<file path="src/rtl/mdu_pkg.sv">
// mdu_pkg: shared constants and types for the sequential multiply/divide unit.
package mdu_pkg;

    // funct3 operation codes of the M extension
    localparam logic [2:0] F3_MUL    = 3'b000;
    localparam logic [2:0] F3_MULH   = 3'b001;
    localparam logic [2:0] F3_MULHSU = 3'b010;
    localparam logic [2:0] F3_MULHU  = 3'b011;
    localparam logic [2:0] F3_DIV    = 3'b100;
    localparam logic [2:0] F3_DIVU   = 3'b101;
    localparam logic [2:0] F3_REM    = 3'b110;
    localparam logic [2:0] F3_REMU   = 3'b111;

    // funct7 value that marks an R-type instruction as an M-extension op
    localparam logic [6:0] FUNCT7_MEXT = 7'b0000001;

    typedef enum logic [1:0] {
        IDLE  = 2'b00,
        CALC  = 2'b01,
        FINAL = 2'b10
    } state_e;

endpackage

</file>
<file path="src/rtl/mdu_step.sv">
// mdu_step: one iteration of the multiply/divide datapath.
// Multiply: shift-add, acc = {partial product, remaining multiplier bits}.
// Divide: restoring, acc[XLEN-1:0] shifts dividend bits out and quotient bits in.
module mdu_step #(
    parameter int XLEN = 32
) (
    input  logic                is_div,
    input  logic [2*XLEN-1:0]   acc,
    input  logic [XLEN-1:0]     rem,
    input  logic [XLEN-1:0]     opnd,
    output logic [2*XLEN-1:0]   acc_nxt,
    output logic [XLEN-1:0]     rem_nxt
);

    logic [XLEN:0] sum_s;
    logic [XLEN:0] rem_sh_s;
    logic          ge_s;

    // Single shift-add or restore-subtract step
    always_comb begin
        sum_s    = {1'b0, acc[2*XLEN-1:XLEN]} + {1'b0, opnd};
        rem_sh_s = {rem, acc[XLEN-1]};
        ge_s     = (rem_sh_s >= {1'b0, opnd});
        if (is_div) begin
            acc_nxt = {acc[2*XLEN-1:XLEN], acc[XLEN-2:0], ge_s};
            // The remainder after a successful subtract is below the divisor, so XLEN bits suffice
            if (ge_s) begin
                rem_nxt = XLEN'(rem_sh_s - {1'b0, opnd});
            end else begin
                rem_nxt = rem_sh_s[XLEN-1:0];
            end
        end else begin
            rem_nxt = rem;
            if (acc[0]) begin
                acc_nxt = {sum_s, acc[XLEN-1:1]};
            end else begin
                acc_nxt = {1'b0, acc[2*XLEN-1:1]};
            end
        end
    end

endmodule

</file>
<file path="src/rtl/mdu_seq.sv">
// mdu_seq: sequential RV32M/RV64M multiply/divide unit, one bit per cycle,
// with fast paths for divide-by-zero and signed division overflow.
module mdu_seq
    import mdu_pkg::*;
#(
    parameter int XLEN = 32
) (
    input  logic            clk,
    input  logic            reset,
    input  logic            start,
    input  logic [2:0]      funct3,
    input  logic [XLEN-1:0] a,
    input  logic [XLEN-1:0] b,
    input  logic            flush,
    output logic            busy,
    output logic            done,
    output logic [XLEN-1:0] result
);

    localparam int                 CW         = $clog2(XLEN + 1);
    localparam logic [CW-1:0]      COUNT_INIT = CW'(XLEN);
    localparam logic [CW-1:0]      COUNT_ONE  = CW'(1);
    localparam logic [XLEN-1:0]    ZERO_X     = {XLEN{1'b0}};
    localparam logic [XLEN-1:0]    ONES_X     = {XLEN{1'b1}};
    localparam logic [XLEN-1:0]    ONE_X      = {{(XLEN-1){1'b0}}, 1'b1};
    localparam logic [XLEN-1:0]    MIN_X      = {1'b1, {(XLEN-1){1'b0}}};
    localparam logic [2*XLEN-1:0]  ONE_2X     = {{(2*XLEN-1){1'b0}}, 1'b1};

    state_e              state_r, state_nxt_s;
    logic [CW-1:0]       count_r;
    logic [2:0]          op_r;
    logic                sign_a_r, neg_r, fast_r;
    logic [XLEN-1:0]     opnd_r, rem_r;
    logic [2*XLEN-1:0]   acc_r;
    logic [2*XLEN-1:0]   acc_nxt_s;
    logic [XLEN-1:0]     rem_nxt_s;
    logic                busy_r, done_r;
    logic [XLEN-1:0]     result_r;

    logic                signed_a_s, signed_b_s, sign_a_s, sign_b_s;
    logic [XLEN-1:0]     mag_a_s, mag_b_s;
    logic                div_zero_s, ovf_s, fast_s, accept_s;
    logic [XLEN-1:0]     fast_val_s;
    logic [2*XLEN-1:0]   prod_s;
    logic [XLEN-1:0]     quot_s, remd_s, res_s;
    logic                busy_nxt_s, done_nxt_s;

    assign busy     = busy_r;
    assign done     = done_r;
    assign result   = result_r;
    assign accept_s = (state_r == IDLE) & start & ~flush;

    mdu_step #(.XLEN(XLEN)) u_step (
        .is_div  (op_r[2]),
        .acc     (acc_r),
        .rem     (rem_r),
        .opnd    (opnd_r),
        .acc_nxt (acc_nxt_s),
        .rem_nxt (rem_nxt_s)
    );

    // Decode the incoming request: operand signedness, magnitudes and fast-path result
    always_comb begin
        case (funct3)
            F3_MULH, F3_DIV, F3_REM: begin
                signed_a_s = 1'b1;
                signed_b_s = 1'b1;
            end
            F3_MULHSU: begin
                signed_a_s = 1'b1;
                signed_b_s = 1'b0;
            end
            default: begin
                signed_a_s = 1'b0;
                signed_b_s = 1'b0;
            end
        endcase
        sign_a_s = signed_a_s & a[XLEN-1];
        sign_b_s = signed_b_s & b[XLEN-1];
        if (sign_a_s) begin
            mag_a_s = ~a + ONE_X;
        end else begin
            mag_a_s = a;
        end
        if (sign_b_s) begin
            mag_b_s = ~b + ONE_X;
        end else begin
            mag_b_s = b;
        end
        div_zero_s = funct3[2] & (b == ZERO_X);
        ovf_s      = ((funct3 == F3_DIV) | (funct3 == F3_REM)) & (a == MIN_X) & (b == ONES_X);
        fast_s     = div_zero_s | ovf_s;
        // funct3[1] separates REM/REMU from DIV/DIVU
        if (div_zero_s) begin
            fast_val_s = funct3[1] ? a : ONES_X;
        end else if (ovf_s) begin
            fast_val_s = funct3[1] ? ZERO_X : a;
        end else begin
            fast_val_s = ZERO_X;
        end
    end

    // State register
    always_ff @(posedge clk) begin
        if (reset) begin
            state_r <= IDLE;
        end else begin
            state_r <= state_nxt_s;
        end
    end

    // Next-state logic; flush aborts any in-flight operation
    always_comb begin
        case (state_r)
            IDLE: begin
                if (start && !flush) begin
                    state_nxt_s = fast_s ? FINAL : CALC;
                end else begin
                    state_nxt_s = IDLE;
                end
            end
            CALC: begin
                if (flush) begin
                    state_nxt_s = IDLE;
                end else if (count_r == COUNT_ONE) begin
                    state_nxt_s = FINAL;
                end else begin
                    state_nxt_s = CALC;
                end
            end
            FINAL:   state_nxt_s = IDLE;
            default: state_nxt_s = IDLE;
        endcase
    end

    // Output logic: sign fix, result select and next values of busy/done
    always_comb begin
        if (neg_r) begin
            prod_s = ~acc_r + ONE_2X;
            quot_s = ~acc_r[XLEN-1:0] + ONE_X;
        end else begin
            prod_s = acc_r;
            quot_s = acc_r[XLEN-1:0];
        end
        if (sign_a_r) begin
            remd_s = ~rem_r + ONE_X;
        end else begin
            remd_s = rem_r;
        end
        if (fast_r) begin
            res_s = acc_r[XLEN-1:0];
        end else begin
            case (op_r)
                F3_MUL:                        res_s = prod_s[XLEN-1:0];
                F3_MULH, F3_MULHSU, F3_MULHU:  res_s = prod_s[2*XLEN-1:XLEN];
                F3_DIV, F3_DIVU:               res_s = quot_s;
                F3_REM, F3_REMU:               res_s = remd_s;
                default:                       res_s = ZERO_X;
            endcase
        end
        done_nxt_s = (state_r == FINAL) & ~flush;
        busy_nxt_s = (state_nxt_s != IDLE);
    end

    // Operand latch on accept, then one datapath step per CALC cycle
    always_ff @(posedge clk) begin
        if (reset) begin
            op_r     <= 3'b000;
            sign_a_r <= 1'b0;
            neg_r    <= 1'b0;
            fast_r   <= 1'b0;
            opnd_r   <= ZERO_X;
            rem_r    <= ZERO_X;
            acc_r    <= {2{ZERO_X}};
            count_r  <= {CW{1'b0}};
        end else if (accept_s) begin
            op_r     <= funct3;
            sign_a_r <= sign_a_s;
            neg_r    <= sign_a_s ^ sign_b_s;
            fast_r   <= fast_s;
            opnd_r   <= mag_b_s;
            rem_r    <= ZERO_X;
            // Multiplier and dividend both start in the low half; fast path parks its answer there
            acc_r    <= {ZERO_X, (fast_s ? fast_val_s : mag_a_s)};
            count_r  <= COUNT_INIT;
        end else if ((state_r == CALC) && !flush) begin
            acc_r    <= acc_nxt_s;
            rem_r    <= rem_nxt_s;
            count_r  <= count_r - COUNT_ONE;
        end
    end

    // Registered outputs; result only changes alongside a done pulse
    always_ff @(posedge clk) begin
        if (reset) begin
            busy_r   <= 1'b0;
            done_r   <= 1'b0;
            result_r <= ZERO_X;
        end else begin
            busy_r <= busy_nxt_s;
            done_r <= done_nxt_s;
            if (done_nxt_s) begin
                result_r <= res_s;
            end
        end
    end

endmodule

</file>
<file path="config.mk">
export PLATFORM = sky130hd
export DESIGN_NAME = mdu_seq
export DESIGN_NICKNAME = d
export VERILOG_FILES = /design/src/rtl/mdu_pkg.sv /design/src/rtl/mdu_step.sv /design/src/rtl/mdu_seq.sv
export SDC_FILE = /design/constraint.sdc
export NUM_CORES = 1
export LEC_CHECK = 0
export BUFFER_PORTS_ARGS = -buffer_cell sky130_fd_sc_hd__buf_2
export CAP_MARGIN = 20
export CORE_UTILIZATION = 50
export CTS_CLUSTER_DIAMETER = 200
export DETAILED_ROUTE_END_ITERATION = 8
export PLACE_DENSITY_LB_ADDON = 0.15
export SYNTH_ARGS = -nofsm -noshare
export SYNTH_HDL_FRONTEND = slang
export SYNTH_HIERARCHICAL = 1
export SYNTH_SLANG_ARGS = --single-unit
</file>
<file path="constraint.sdc">
create_clock -name clk -period 7.5 [get_ports clk]
set_input_delay 0.75 -clock clk [delete_from_list [all_inputs] [get_ports clk]]
set_output_delay 0.75 -clock clk [all_outputs]
set_load 0.02 [all_outputs]
</file>
==> flow_metrics.tcl <==
set metrics [dict create \
    slew_headroom_pct 26.0 \
    coreArea_um2 32500 \
    worstPathRequired_ns 7.85 \
    syn2layout_area_growth_pct 7.57 \
    dp_hpwl_mm 43.8 \
    synth.top_cell.area_share_pct 21.3 \
    dieWidth_um 184 \
    drtAntennaViolNets 0 \
    cts_buffers 17 \
    die_h_um 184 \
    hold_violations 0 \
    path_class "in2reg" \
    tritoncts_num_sinks 176 \
    clk_pin_slew_ns 0.07 \
    synthArstFlopShare_pct 0 \
    postCtsResizedCells 0 \
    ys_top_cells_by_area "dfxtp_1 21%, nand2_1 7.1%, a21oi_1 6.5%" \
    syn_area_um2 16500 \
    pin_count 105 \
    final_nets 2454 \
    vias 17800 \
    yosysWarnings 6 \
    grtUsageTotal_pct 34.4 \
    finalCritPeriodShare_pct 48.7 \
    placed_area_um2 17200 \
    grt-ovfl-total 0 \
    antenna_found_initial 0 \
    syn_inst 2319 \
    cts_buffer_depth 2 \
    postSynthAreaPerCell_um2 7.14 \
    finalSetupViolCount 0 \
    gp_congestion 1.04 \
    period_minus_slack_ns 3.65 \
    drt-initial-drc-count 2092 \
    synth_top_area_cell "dfxtp_1" \
    clk_latency_ns 0.46 \
    first_pass_iters 6 \
    yosysUniqueCellTypes 90 \
    leakagePower_nw 6.79 \
    worstSetupStartpointType "input pin" \
    netlist_top_cells_count "314 x nand2_1, 221 x nor2_1, 215 x a21oi_1" \
    start_util_pct 50.9 \
    cts-htree-levels 4 \
    routed_wirelength_mm 58.8 \
    cp-end-kind "register" \
    die_area_um2 33800 \
    status "finished, final reports clean" \
    grt_start_max_net_pins 99 \
    synth_edf_count 0 \
    rsz0062_at_grt "no" \
    portBuffers 104 \
    setup_tns_ns 0 \
    peakVddDrop_v 0.000153 \
    critPathMaxFanout 29 \
    drive_gt1_share_pct 10.9 \
    ys.flop_type "dfxtp_1" \
    grt_pass1_wl_mm 90.7 \
    ys_ff_latch 176 \
    routedWlPerCell_um 21.3 \
    fin_util_pct 54.7 \
    vias_per_cell 6.43 \
    skew_ns 0.0127 \
    diodes 0 \
    cp.arrival_ns 4.01 \
    max-cap-violations 0 \
    p_per_area_nw_per_um2 144 \
    cts-root-buf "clkbuf_16" \
    drc 0 \
    slew_viol_final 0 \
    max_freq_mhz 274 \
    rows 66 \
    cts_tree "built" \
    tightest_slew_ns 1.11 \
    min_path_type "reg2reg" \
    design_area_um2 17800 \
    postCtsSetupRepairBufs 0 \
    synth_fp_nets 2463 \
    nFillCells 3287 \
    hold_buffers 0 \
    seq_area_frac_synth_pct 21.3 \
    grt_pass1_vias 15500 \
    yosysMostFrequentCell "nand2_1" \
]
## state kept, by name (all words and copies together) (netlist names)
register  flops
acc_r        64
busy          1
count_r       6
done          1
fast_r        1
neg_r         1
op_r          3
opnd_r       32
rem_r        32
result       32
sign_a_r      1
state_r       2
## layer usage
layer	GRT usage [%]	vias up	share of wire, %
li1	-	8493	-
met1	49.2	8376	46
met2	49.5	802	42
met3	5.78	112	8.4
met4	16.4	0	4.4
met5	0	-	0
## final cells by class
| cell class | instances | area, µm² | share of cell area (%) |
|---|---|---|---|
| Multi-Input combinational cell | 1919 | 12200 | 68.6 |
| Sequential cell | 176 | 3530 | 19.8 |
| Timing Repair Buffer | 125 | 701 | 3.94 |
| Tap cell | 442 | 553 | 3.11 |
| Clock buffer | 18 | 429 | 2.41 |
| Inverter | 71 | 267 | 1.50 |
| Clock inverter | 13 | 116 | 0.654 |
## worst max-delay path: stages
cell and delay, ns:
buf_2 0.13, inv_1 0.08, ha_1 0.22, or3b_2 0.51, nor4_2 0.47, nand2_1 0.27
o31ai_4 0.95, nor3_1 0.14, xnor2_1 0.18, a221oi_1 0.29
## metrics by stage
step	std cells	power (mW)	setup slack, ns	hold WS (ns)
2_1_floorplan	2319	1.48	4.43	0.457
3_5_place_dp	2732	1.67	3.41	0.451
3_3_place_gp	2732	1.67	3.54	0.443
6_report	2764	2.56	3.85	0.459
5_1_grt	2764	2.67	3.64	0.478
4_1_cts	2763	2.55	3.88	0.461
## final timing paths
path                           start                 endpoint  slack [ns]  cells after the start
max reg2reg  opnd_r[22]$_SDFFE_PP0P_   rem_r[19]$_SDFFE_PP0P_        3.88                     13
min          result[26]$_SDFFE_PP0P_  result[26]$_SDFFE_PP0P_        0.46                      2
min reg2reg  result[26]$_SDFFE_PP0P_  result[26]$_SDFFE_PP0P_        0.46                      2
max                             a[1]    acc_r[6]$_SDFFE_PP0P_        3.85                     10
## cells in the final DEF (no fill, tap or decap), drive strengths merged, types with 31 or more instances in the layout
cell	Yosys	routed
mux2	40	40
a211oi	55	55
o21ai	153	153
a21o	35	35
dfxtp	176	176
nor2	221	221
nor3	59	59
ha	71	71
or3	31	31
a21oi	216	216
nand2	314	314
a31oi	42	42
o31ai	40	40
mux2i	53	53
buf	26	125
or4	33	33
nor4	43	43
inv	71	81
nand4	39	39
xnor2	73	73
xor2	87	87
## cells by family (layout without fill, tap and decap cells)
logic type	Yosys count	count (layout)	synth area share, %
adder cells (fa/ha/maj)	73	73	5.61
XOR/XNOR	160	160	8.47
multiplexers	93	93	5.93
AND/OR/NAND/NOR	889	889	25.9
AO/OA/AOI/OAI	704	704	27.6
flip-flops	176	176	21.3
buffers and inverters	224	227	5.18
## report_power, final
group | total [mW] | switching (mW) | internal, mW
Clock | 0.885 | 0.448 | 0.436
Combinational | 0.641 | 0.408 | 0.233
Sequential | 1.04 | 0.0715 | 0.964
Total | 2.56 | 0.928 | 1.63
Note: power is estimated with default switching activity, not from simulation.
